## config.mk

```make
export PLATFORM = sky130hd
export DESIGN_NAME = vga_frame_reader
export DESIGN_NICKNAME = d
export VERILOG_FILES = /design/src/rtl/vga_pkg.sv /design/src/rtl/vga_timing.sv /design/src/rtl/vga_frame_reader.sv
export SDC_FILE = /design/constraint.sdc
export NUM_CORES = 1
export LEC_CHECK = 0
export ABC_AREA = 1
export BUFFER_PORTS_ARGS = -buffer_cell sky130_fd_sc_hd__buf_2
export CAP_MARGIN = 20
export CORE_MARGIN = 5
export CORE_UTILIZATION = 35
export DETAILED_ROUTE_END_ITERATION = 10
export SETUP_SLACK_MARGIN = 0.5
export SYNTH_ARGS = -nofsm -noshare
export SYNTH_HDL_FRONTEND = slang
export SYNTH_SLANG_ARGS = --single-unit
```

## constraint.sdc

```tcl
create_clock -name clock -period 2.8 [get_ports clock]
set_input_delay 0.42 -clock clock [delete_from_list [all_inputs] [get_ports clock]]
set_output_delay 0.42 -clock clock [all_outputs]
set_load 0.05 [all_outputs]
```

## src/rtl/vga_pkg.sv

```systemverilog
// Shared VGA 640x480@60 timing constants, image geometry and pixel/colour types.
// Latency: n/a (declarations only).
// Backpressure: n/a; the display path is free-running and never stalls.
package vga_pkg;

    localparam int H_ACTIVE = 640;
    localparam int H_FP     = 16;
    localparam int H_SYNC   = 96;
    localparam int H_TOTAL  = 800;
    localparam int V_ACTIVE = 480;
    localparam int V_FP     = 10;
    localparam int V_SYNC   = 2;
    localparam int V_TOTAL  = 525;
    localparam int IMG_DIM  = 64;
    localparam int ADDR_W   = 12;

    // 12-bit colour, packed {r,g,b} so a 12'hRGB literal casts directly.
    typedef struct packed {
        logic [3:0] r;
        logic [3:0] g;
        logic [3:0] b;
    } color_t;

    // Per-pixel attributes travelling alongside the RAM read.
    typedef struct packed {
        logic valid;    // pipeline has been filled since reset
        logic visible;
        logic window;   // inside the replicated image
        logic border;   // image frame line (only ever set with VGA_BORDER_EN)
        logic hsync_n;
        logic vsync_n;
        logic first;    // pixel (0,0)
    } pix_flags_t;

endpackage

```

## src/rtl/vga_timing.sv

```systemverilog
// Raster counters for 640x480@60: h 0..799, v 0..524, plus visible and raw sync flags.
// Latency: counters are registered; flags are decoded from the current count.
// Backpressure: none; counts every clock once reset_n is high.
// Ports: clock, reset_n (async, active-low) in; h, v, visible, hsync_n, vsync_n out.
module vga_timing
    import vga_pkg::*;
(
    input  logic       clock,
    input  logic       reset_n,
    output logic [9:0] h,
    output logic [9:0] v,
    output logic       visible,
    output logic       hsync_n,
    output logic       vsync_n
);

    localparam logic [9:0] H_LAST   = 10'(H_TOTAL - 1);
    localparam logic [9:0] V_LAST   = 10'(V_TOTAL - 1);
    localparam logic [9:0] H_VIS    = 10'(H_ACTIVE);
    localparam logic [9:0] V_VIS    = 10'(V_ACTIVE);
    localparam logic [9:0] HS_START = 10'(H_ACTIVE + H_FP);
    localparam logic [9:0] HS_END   = 10'(H_ACTIVE + H_FP + H_SYNC);
    localparam logic [9:0] VS_START = 10'(V_ACTIVE + V_FP);
    localparam logic [9:0] VS_END   = 10'(V_ACTIVE + V_FP + V_SYNC);

    always_ff @(posedge clock or negedge reset_n) begin
        if (!reset_n) begin
            h <= '0;
            v <= '0;
        end else if (h == H_LAST) begin
            h <= '0;
            v <= (v == V_LAST) ? '0 : v + 10'd1;
        end else begin
            h <= h + 10'd1;
        end
    end

    always_comb begin
        visible = (h < H_VIS) && (v < V_VIS);
        hsync_n = !((h >= HS_START) && (h < HS_END));
        vsync_n = !((v >= VS_START) && (v < VS_END));
    end

endmodule

```

## src/rtl/vga_frame_reader.sv

```systemverilog
// Scans the 64x64x1 pixel RAM into a 640x480@60 VGA stream, image SCALE-replicated at top-left.
// Latency: 2 + RD_LATENCY cycles from raster counters to pins; all outputs registered.
// Backpressure: none; free-running. Define VGA_BORDER_EN to draw a FG frame around the image.
// Ports: clock, reset_n (async, active-low), rddata in; rdaddress, rden, hsync, vsync,
//        vga_r/g/b, frame_start out.
module vga_frame_reader
    import vga_pkg::*;
#(
    parameter int          SCALE      = 4,
    parameter int          RD_LATENCY = 1,
    parameter logic [11:0] FG_COLOR   = 12'hFFF,
    parameter logic [11:0] BG_COLOR   = 12'h008
) (
    input  logic              clock,
    input  logic              reset_n,
    input  logic              rddata,
    output logic [ADDR_W-1:0] rdaddress,
    output logic              rden,
    output logic              hsync,
    output logic              vsync,
    output logic [3:0]        vga_r,
    output logic [3:0]        vga_g,
    output logic [3:0]        vga_b,
    output logic              frame_start
);

    // SCALE is a power of two, so the divide is a shift.
    localparam int         SHIFT = $clog2(SCALE);
    localparam logic [9:0] WIN   = 10'(IMG_DIM * SCALE);

    logic [9:0] h;
    logic [9:0] v;
    logic       visible;
    logic       hsync_n;
    logic       vsync_n;

    vga_timing u_timing (
        .clock   (clock),
        .reset_n (reset_n),
        .h       (h),
        .v       (v),
        .visible (visible),
        .hsync_n (hsync_n),
        .vsync_n (vsync_n)
    );

    // ---------------- stage 0 decode ----------------
    logic [9:0] hx;
    logic [9:0] vy;
    logic       window;
    logic       border;

    always_comb begin
        hx     = h >> SHIFT;
        vy     = v >> SHIFT;
        window = visible && (h < WIN) && (v < WIN);
`ifdef VGA_BORDER_EN
        // One pixel line just right of and just below the image; never a RAM read.
        border = visible && (((h == WIN) && (v <= WIN)) || ((v == WIN) && (h <= WIN)));
`else
        border = 1'b0;
`endif
    end

    // ---------------- stage 1: RAM address ----------------
    pix_flags_t s1;

    always_ff @(posedge clock or negedge reset_n) begin
        if (!reset_n) begin
            rdaddress <= '0;
            rden      <= 1'b0;
            s1        <= '0;
        end else begin
            rden <= window;
            // Address holds outside the window so the RAM port sees no needless toggling.
            if (window) begin
                rdaddress <= {vy[5:0], hx[5:0]};
            end
            s1 <= '{valid:   1'b1,
                    visible: visible,
                    window:  window,
                    border:  border,
                    hsync_n: hsync_n,
                    vsync_n: vsync_n,
                    first:   (h == 10'd0) && (v == 10'd0)};
        end
    end

    // ---------------- flag delay to match RAM read latency ----------------
    pix_flags_t dly [RD_LATENCY];

    always_ff @(posedge clock or negedge reset_n) begin
        if (!reset_n) begin
            for (int i = 0; i < RD_LATENCY; i++) begin
                dly[i] <= '0;
            end
        end else begin
            dly[0] <= s1;
            for (int i = 1; i < RD_LATENCY; i++) begin
                dly[i] <= dly[i-1];
            end
        end
    end

    // ---------------- output stage ----------------
    pix_flags_t tail;
    color_t     color_q;

    assign tail = dly[RD_LATENCY-1];

    always_ff @(posedge clock or negedge reset_n) begin
        if (!reset_n) begin
            hsync       <= 1'b1;
            vsync       <= 1'b1;
            color_q     <= '0;
            frame_start <= 1'b0;
        end else if (!tail.valid) begin
            // Pipeline not yet filled: keep idle levels, no spurious sync edges.
            hsync       <= 1'b1;
            vsync       <= 1'b1;
            color_q     <= '0;
            frame_start <= 1'b0;
        end else begin
            hsync       <= tail.hsync_n;
            vsync       <= tail.vsync_n;
            frame_start <= tail.first;
            if (!tail.visible) begin
                color_q <= '0;
            end else if (tail.window) begin
                color_q <= rddata ? color_t'(FG_COLOR) : color_t'(BG_COLOR);
            end else if (tail.border) begin
                color_q <= color_t'(FG_COLOR);
            end else begin
                color_q <= color_t'(BG_COLOR);
            end
        end
    end

    assign vga_r = color_q.r;
    assign vga_g = color_q.g;
    assign vga_b = color_q.b;

endmodule
```

==> results.cfg, run 1 <==
[logic_synthesis]
syn_avg_cell_area_um2 = 9.21
synthTopCellsByArea = dfrtp_1 (54%), nand2_1 (7.9%), inv_1 (6.2%)
synth_cell_types = 27
yosys_warnings = 0
yosys.area.top_type = dfrtp_1
synthMuxAreaShare = 0
ys_ff_latch = 49
synth-adder-area-share = 0.0229
synth_top_family_by_area = simple AND/OR/NAND/NOR gates
synth-xor-area-share = 0.0321
synth.top_cell.area_share = 0.539
synth-seq-area-share = 0.563
synth_nets = 244
synth_compound_area_frac = 0.0608
syn_area_um2 = 2180
synth_simple_gate_area_share = 0.208
syn_inst = 237

[worst_setup_path]
endpoint = s1[0]
cpPeakStageDelay_ps = 510
critPathKind = register to register
path_cells = inv_1 > nand4_2 > nor4_1
cp-start-kind = register
r2r-start = u_timing.v[9]
critPathTopFamily = simple AND/OR/NAND/NOR gates
cp_data_arrival_time_ps = 1840
r2r-end = s1[0]
cp.required_ps = 2990
worst_r2r_path_depth = 3
crit_path_end_kind = register
crit_cells = 3
crit_start = u_timing.v[9]
crit_fanout = 26
crit_buf_inv = 1
crit_path_top_delay_cell = nand4_2
reg2reg_slack_ps = 1150

[global_route]
grt.met1_usage = 0.152
grt_busiest_layer = met2
antenna_found_initial = 0
grt_max_degree = 28
overflow = 0
met3_usage = 0.0369
grt_pass1_wl_mm = 7.25
grt_pass1_vias = 1587
grtUsageMet2 = 0.192
globalRouteTotalUtil = 0.118

[sta]
slew_violations = 0
setup_viol = 0
finalSetupTns_ps = 0
rsz0062_at_grt = false
min_period_ps = 1650
finalCritPeriodShare = 0.591
clock-skew-final_ps = 11.8
hold_viol_final = 0
fmax_mhz = 604
worst_slew_pin_slew_ps = 605
fin_hold_ws_ps = 52.9
slew_headroom = 0.596

[routing]
vias = 1572
drt_wl_total_mm = 4.17
detail_route.wl_per_cell_um = 12.4
antenna_left = 0
drtIter0Drc = 129
via_per_inst = 4.66
first_pass_iters = 4
remaining_drc_errors = 0

[cts]
clock_latency_ps = 310
cts_num_sinks = 49
cts_setup_buffers = 0
ctsLongestPathBuffers = 2
cts_hold_buf = 0
post_cts_resized = 0
cts_made_buffers = 5
path_clk_slew_ps = 100
htreeDepth = 2
cts_tree = yes
root_buffer = clkbuf_8

[floorplan]
fp.dieArea_um2 = 7910
die_height_um = 89.0
die_w_um = 89.0
initial_core_util = 0.364
rows = 28
fp.coreArea_um2 = 5990
ios = 31

[placement]
io_buffers = 30
place.gp.congestion = 0.881
dp.cells = 329
dp_hpwl_mm = 3.01

[final_layout]
antenna_cells = 0
fill_cells = 590
postLayoutCoreUtil = 0.412
areaGrowthSynthToFinish_pct = 13.2
drive_gt1_frac = 0.191
fin_cells = 337
nNetsFinal = 268

[pwr]
leakage_uw = 0.00122
finalPower_uw = 1380
pwr_density_cell_nw_per_um2 = 557
ir_worst_vdd_mv = 0.269

[min_path]
hp-class = input pin to asynchronous set/reset pin

[flow_run]
maxCapViolations = 0

[run_status]
outcome = complete, no violations
-- power by group --
| group | internal, µW | total [µW] | switching (µW) |
|---|---|---|---|
| Clock | 360 | 606 | 247 |
| Sequential | 710 | 712 | 2.40 |
| Combinational | 8.30 | 58.2 | 49.9 |
-- cells in the mapped netlist (all sizes together) --
master / n
buf: 13
clkbuf: 1
nor3: 8
dfrtp: 47
inv: 38
xor2: 8
o21ai: 24
nor2: 18
nand3: 11
conb: 1
ha: 4
o211ai: 1
nand2: 47
dfstp: 2
a21oi: 1
nand4: 11
nor4: 2
-- cells by family (layout without fill, tap and decap cells) --
kind of cell,after synthesis,count (layout)
xor+xnor,8,8
simple gates,97,97
other cells,1,1
compound gates,26,26
fa+ha+maj,4,4
flops,49,49
buf+inv,52,77
-- cell type report --
type | instances | area (µm²) | area share
clock inverter | 3 | 68.8 | 0.0278
multi-input combinational | 136 | 711 | 0.288
inverter | 38 | 143 | 0.0577
clock buffer | 5 | 68.8 | 0.0278
tap | 75 | 93.8 | 0.0380
timing repair buffer | 31 | 158 | 0.0638
sequential | 49 | 1230 | 0.497
-- state kept, by name, indices dropped and copies added, names as in the netlist --
register and cells:
dly 6, frame_start 1, hsync 1, rdaddress 12, s1 6, u_timing.h 10, u_timing.v 10, vga_b 2
vsync 1
-- stage by stage --
stage          setup WS, ps  cell area [µm²]
2_1_floorplan          1330             2180
3_3_place_gp           1170             2330
4_1_cts                1140             2470
6_report               1150             2470
3_5_place_dp           1170             2330
5_1_grt                 986             2470
-- placed cells by master, fill, tap and decap left out --
cell	count
nand4_2	1
a21oi_1	1
nor2_4	1
nor4_1	2
o21ai_0	19
nand2_1	46
nand4_1	10
inv_6	1
buf_4	1
nor2_1	16
nand3_1	9
nand2_2	1
bufinv_16	2
nor2_2	1
dfstp_2	2
dfrtp_1	47
o21ai_1	5
inv_1	36
nand3_2	2
xor2_1	8
o211ai_1	1
conb_1	1
nor3_2	1
inv_2	2
clkbuf_8	5
ha_1	4
nor3_1	7
buf_2	30
-- worst reg2reg max path: cells and delay by family (launching register included) --
| family | cells | cell delay [ps] |
|---|---|---|
| buffers and inverters | 1 | 140 |
| flip-flops | 1 | 440 |
| AND/OR/NAND/NOR | 2 | 950 |
-- worst min path at each step --
| stage | slack (ps) | to | start | cells after the start |
|---|---|---|---|---|
| 6_report | 50 | rdaddress[4] | reset_n | 1 |
| 5_1_grt | 90 | dly[2] | reset_n | 1 |
| 4_1_cts | 80 | rdaddress[4] | reset_n | 1 |
| 3_5_place_dp | 340 | dly[0] | s1[0] | 0 |
| 3_3_place_gp | 330 | dly[6] | s1[6] | 0 |
| 2_1_floorplan | 120 | dly[0] | reset_n | 0 |
-- layer usage --
metal,up-vias,share of wire,wire length (µm)
li1,787,-,-
met4,0,0.0086,36
met1,720,0.44,1850
met2,60,0.45,1890
met3,5,0.094,391
met5,-,0,0
Power figures use the tool's default switching activity.
==> run 2, diff against run 1 <==
==> constraint.sdc (replaced) <==
create_clock -name clock -period 1.5 [get_ports clock]
set_input_delay 0.225 -clock clock [delete_from_list [all_inputs] [get_ports clock]]
set_output_delay 0.225 -clock clock [all_outputs]
set_load 0.05 [all_outputs]
==> run 2 against run 1 <==
The run now ends with negative hold slack left. Sequential power grew 87%. Via count rose by 18%. Power rose by 67%. Hold slack lost 210 ps. Sequential cell count is the same. Cell count up 14%. Critical endpoint is now u_timing.v[5]. Largest cell class unchanged.
==> results.cfg, run 2 (synthesis gave the netlist of run 1 again) <==
[final_layout]
fin_cells = 383
multi_input_area_um2 = 958
final_cell_mix = dfrtp_1 (41), buf_4 (39), nand2_1 (31)
seq_area_um2 = 1240
reg.largest.list = rdaddress x12, u_timing.h x10, u_timing.v x10
nNetsFinal = 314
final_common_cell = dfrtp_1
largest_reg_flops = 12
fin_area_um2 = 3310
fill_cells = 468
regMostFlops = rdaddress
drive_gt1_frac = 0.500
antenna_cells = 0
areaGrowthSynthToFinish_pct = 51.7

[pwr]
combPwrFrac = 0.055
swShare = 0.262
ir_worst_vdd_mv = 0.375
p_clk_frac = 0.365
power_frac_seq = 0.580
internal_power_uw = 1700
leakage_uw = 0.00159
p_sw_uw = 601
pwr_density_cell_nw_per_um2 = 695

[floorplan]
fp.coreArea_um2 = 5990
fp.dieArea_um2 = 7910
ios = 31
die_height_um = 89.0
rows = 28
die_w_um = 89.0
initial_core_util = 0.364

[worst_setup_path]
cp.required_ps = 1700
crit_path_end_kind = register
cp_data_arrival_time_ps = 1640
critPathKind = register to register
crit_fanout = 6
cp-start-kind = register

[sta]
fmax_mhz = 696
fin_hold_ws_ps = -156
rsz0062_at_grt = true
setup_viol = 0
clock-skew-final_ps = 13.3
finalCritPeriodShare = 0.959
finalSetupTns_ps = 0
min_period_ps = 1440
hold_viol_final = 14
slew_violations = 0

[global_route]
antenna_found_initial = 0
overflow = 0
grt_pass1_wl_mm = 8.18
globalRouteTotalUtil = 0.135
grt_pass1_vias = 1852
grt_max_degree = 20

[placement]
dp.cells = 334
io_buffers = 30
dp_hpwl_mm = 3.19
place.gp.congestion = 0.894
placed_cell_area_um2 = 2430

[flow_run]
maxCapViolations = 0

[cts]
ctsLongestPathBuffers = 2
clock_latency_ps = 320
path_clk_slew_ps = 110
cts_tree = yes
cts_num_sinks = 49
root_buffer = clkbuf_8
cts_made_buffers = 5
htreeDepth = 2

[routing]
first_pass_iters = 4
drt_wl_total_mm = 5.56
vias = 1855
via_per_inst = 4.84
detail_route.wl_per_cell_um = 14.5
drtIter0Drc = 174
remaining_drc_errors = 0
antenna_left = 0

[run_status]
violations = negative hold slack
outcome = finished, violations left

[min_path]
hp-class = input pin to asynchronous set/reset pin
-- run 2: cell count changes in the layout (fill, tap and decap cells not counted), moves of 11 or more --
| cell | previous run | this run |
|---|---|---|
| o21ai_0 | 19 | 3 |
| nand2_1 | 46 | 31 |
| buf_2 | 30 | 2 |
| buf_6 | 0 | 30 |
| buf_4 | 1 | 39 |
| inv_1 | 36 | 25 |
-- run 2: power groups by stage --
stage	registers, µW	logic, µW	clock network, µW
detailed placement	1360	117	0
finish	1330	126	840
global placement	1360	117	0
CTS	1330	126	849
global route	1330	137	914
floorplan	1370	82.0	0
-- run 2: cell type report --
cell class                 instances  area share
clock buffer                       5      0.0208
multi-input combinational        136       0.290
sequential                        49       0.374
inverter                          38      0.0469
tap                               75      0.0284
timing repair buffer              77       0.232
clock inverter                     3     0.00794
-- run 2: critical path, stage by stage, from the launching register on --
cell,delay (ps)
dfrtp_1,420
ha_4,170
nand3_4,120
nor2_4,220
buf_12,170
nand2_1,70
xor2_1,150
-- run 2: stage by stage --
step / hold slack [ps] / worst slack (ps) / power (µW) / utilization
6_report: -156 / 62.2 / 2300 / 0.552
5_1_grt: -142 / 3.68 / 2380 / 0.552
4_1_cts: -147 / 191 / 2310 / 0.485
3_5_place_dp: 194 / 128 / 1470 / 0.406
3_3_place_gp: 190 / 165 / 1470 / 0.406
2_1_floorplan: -70.6 / 294 / 1450 / -
-- run 2: routing by layer --
| metal | track usage | wire (µm) | up-vias |
|---|---|---|---|
| met4 | 0.0501 | 238 | 0 |
| met3 | 0.0406 | 336 | 23 |
| met2 | 0.233 | 2750 | 79 |
| li1 | - | - | 882 |
| met1 | 0.159 | 2240 | 871 |
| met5 | 0 | 0 | - |
-- run 2: timing repair --
item	CTS	global route
setup buffers	20	16
endpoints found under the hold margin	14	14
endpoints found under the setup margin	63	65
pin swaps	7	11
gates cloned	3	2
resized for setup	64	76
-- run 2: final timing paths --
path | start | to | slack, ps | cells past startpoint
max in group asynchronous | reset_n | rdaddress[10] | 1070 | 2
min | reset_n | s1[6] | -160 | 1
min in group clock | rddata | vga_b[2] | 130 | 3
max reg2reg | u_timing.h[1] | u_timing.v[5] | 60 | 6
max | u_timing.h[1] | u_timing.v[5] | 60 | 6
min reg2reg | s1[5] | dly[5] | 360 | 0
==> run 3, diff against run 2 <==
--- a/config.mk
+++ b/config.mk
@@ -9,8 +9,9 @@
 export BUFFER_PORTS_ARGS = -buffer_cell sky130_fd_sc_hd__buf_2
 export CAP_MARGIN = 20
 export CORE_MARGIN = 5
-export CORE_UTILIZATION = 35
+export CORE_UTILIZATION = 30
 export DETAILED_ROUTE_END_ITERATION = 10
+export PLACE_DENSITY = 0.56
 export SETUP_SLACK_MARGIN = 0.5
 export SYNTH_ARGS = -nofsm -noshare
 export SYNTH_HDL_FRONTEND = slang
==> run 3 against run 2 <==
The run still ends with negative hold slack left. First-iteration DRC count down 34%. Routed wire length up 0.18%. Largest cell class unchanged. Critical path type unchanged. Highest routed layer unchanged. Largest power group unchanged. Sequential power barely moved.
==> results.cfg, run 3 (synthesis gave the netlist of run 1 again) <==
[flow_run]
maxCapViolations = 0

[global_route]
grt_pass1_wl_mm = 8.24
overflow = 0
grt_max_degree = 22
globalRouteTotalUtil = 0.117
grt_pass1_vias = 1825
antenna_found_initial = 0

[routing]
via_per_inst = 4.56
vias = 1857
antenna_left = 0
detail_route.wl_per_cell_um = 13.7
drt_wl_total_mm = 5.57
drtIter0Drc = 115
remaining_drc_errors = 0
first_pass_iters = 4

[final_layout]
reg.largest.list = rdaddress x12, u_timing.h x10, u_timing.v x10
areaGrowthSynthToFinish_pct = 52.0
final_common_cell = dfrtp_1
final_cell_mix = dfrtp_1 (44), buf_4 (38), buf_6 (28)
postLayoutCoreUtil = 0.462
fill_cells = 628
drive_gt1_frac = 0.497
regMostFlops = rdaddress
largest_reg_flops = 12
antenna_cells = 0
nNetsFinal = 314

[sta]
rsz0062_at_grt = true
slew_violations = 0
clock-skew-final_ps = 10.7
fin_hold_ws_ps = -138
finalSetupTns_ps = 0
setup_viol = 0
min_period_ps = 1410
fmax_mhz = 709
finalCritPeriodShare = 0.940
hold_viol_final = 16
layout_setup_ws_ps = 89.9

[cts]
ctsLongestPathBuffers = 2
htreeDepth = 2
cts_made_buffers = 5
cts_num_sinks = 49
root_buffer = clkbuf_8
clock_latency_ps = 310
cts_tree = yes
path_clk_slew_ps = 100

[floorplan]
ios = 31
die_height_um = 95.3
die_w_um = 95.3
fp.dieArea_um2 = 9080
initial_core_util = 0.304
rows = 31
fp.coreArea_um2 = 7180

[placement]
place_ws_ps = 116
place.gp.congestion = 0.857
io_buffers = 30
dp_hpwl_mm = 3.27

[worst_setup_path]
critPathKind = register to register
r2r-start = u_timing.h[6]
reg2reg_slack_ps = 90
critPathTopFamily = simple AND/OR/NAND/NOR gates
path_cells = nor2_4 > nand3_2 > nor2_4 > buf_4 > nand2_2 > xor2_1
cpPeakStageDelay_ps = 450
crit_fanout = 6
cp_data_arrival_time_ps = 1610
crit_buf_inv = 1
crit_start = u_timing.h[6]
crit_path_top_delay_cell = dfrtp_1
cp.required_ps = 1700
cp-start-kind = register
crit_top_cell = nor2_4
crit_path_end_kind = register

[min_path]
hp-class = input pin to asynchronous set/reset pin

[run_status]
violations = negative hold slack
outcome = finished, violations left

[pwr]
leakage_uw = 0.00157
ir_worst_vdd_mv = 0.340
pwr_density_cell_nw_per_um2 = 693
==> run 3: changes by cell type in the layout (fill, tap and decap cells not counted), moves of 3 or more <==
cell	previous run	this run
nand2_2	10	16
buf_8	2	7
nand2_1	31	27
dfrtp_1	41	44
dfrtp_2	5	2
nor2_2	5	2
==> run 3: path summary, 6_finish.rpt <==
path | endpoint | cells past startpoint
setup / recovery | u_timing.v[5] | 6
hold / removal | u_timing.h[4] | 1
setup reg to reg | u_timing.v[5] | 6
hold reg to reg | dly[1] | 0
max in group asynchronous | u_timing.h[8] | 2
min in group clock | vga_b[2] | 3
==> run 3: worst reg2reg max path, stage by stage (launching register included) <==
cell	delay, ps
dfrtp_1	450
nor2_4	160
nand3_2	120
nor2_4	230
buf_4	150
nand2_2	50
xor2_1	140
==> run 3: cell type report <==
| cell class | count | area (µm²) | share of cell area |
|---|---|---|---|
| Tap cell | 99 | 124 | 0.0373 |
| Multi-Input combinational cell | 136 | 955 | 0.288 |
| Timing Repair Buffer | 77 | 761 | 0.229 |
| Clock inverter | 3 | 26.3 | 0.00792 |
| Inverter | 38 | 148 | 0.0445 |
| Sequential cell | 49 | 1230 | 0.372 |
| Clock buffer | 5 | 68.8 | 0.0207 |
==> run 3: layer usage <==
layer | GRT usage | routed length [µm] | vias to the layer above | part of all wire
met5 | 0 | 0 | - | 0
met4 | 0.0589 | 89 | 0 | 0.016
met3 | 0.0347 | 348 | 7 | 0.062
met2 | 0.197 | 2840 | 65 | 0.51
met1 | 0.135 | 2300 | 908 | 0.41
li1 | - | - | 877 | -
==> run 3: timing repair <==
item / CTS / global route
endpoints found under the hold margin: 16 / 16
setup endpoints to repair: 64 / 65
resized for setup: 71 / 67
cloned: 0 / 1
setup buffers: 20 / 18
pin swaps: 10 / 11
==> run 3: stage by stage <==
stage | instances | instance area, µm² | power, µW | hold WS, ps
2_1_floorplan | 237 | 2280 | 1450 | -70.6
3_3_place_gp | 360 | 2460 | 1470 | 206
3_5_place_dp | 360 | 2460 | 1470 | 215
4_1_cts | 388 | 2950 | 2320 | -131
5_1_grt | 407 | 3320 | 2400 | -117
6_report | 407 | 3320 | 2300 | -138
==> run 3: where the power goes <==
group | internal [µW] | switching, µW | leakage (µW) | total (µW)
clock | 340 | 482 | 0.0000423 | 822
combinational | 43.8 | 103 | 0.000928 | 147
sequential | 1330 | 3.77 | 0.000600 | 1330
total | 1710 | 589 | 0.00157 | 2300
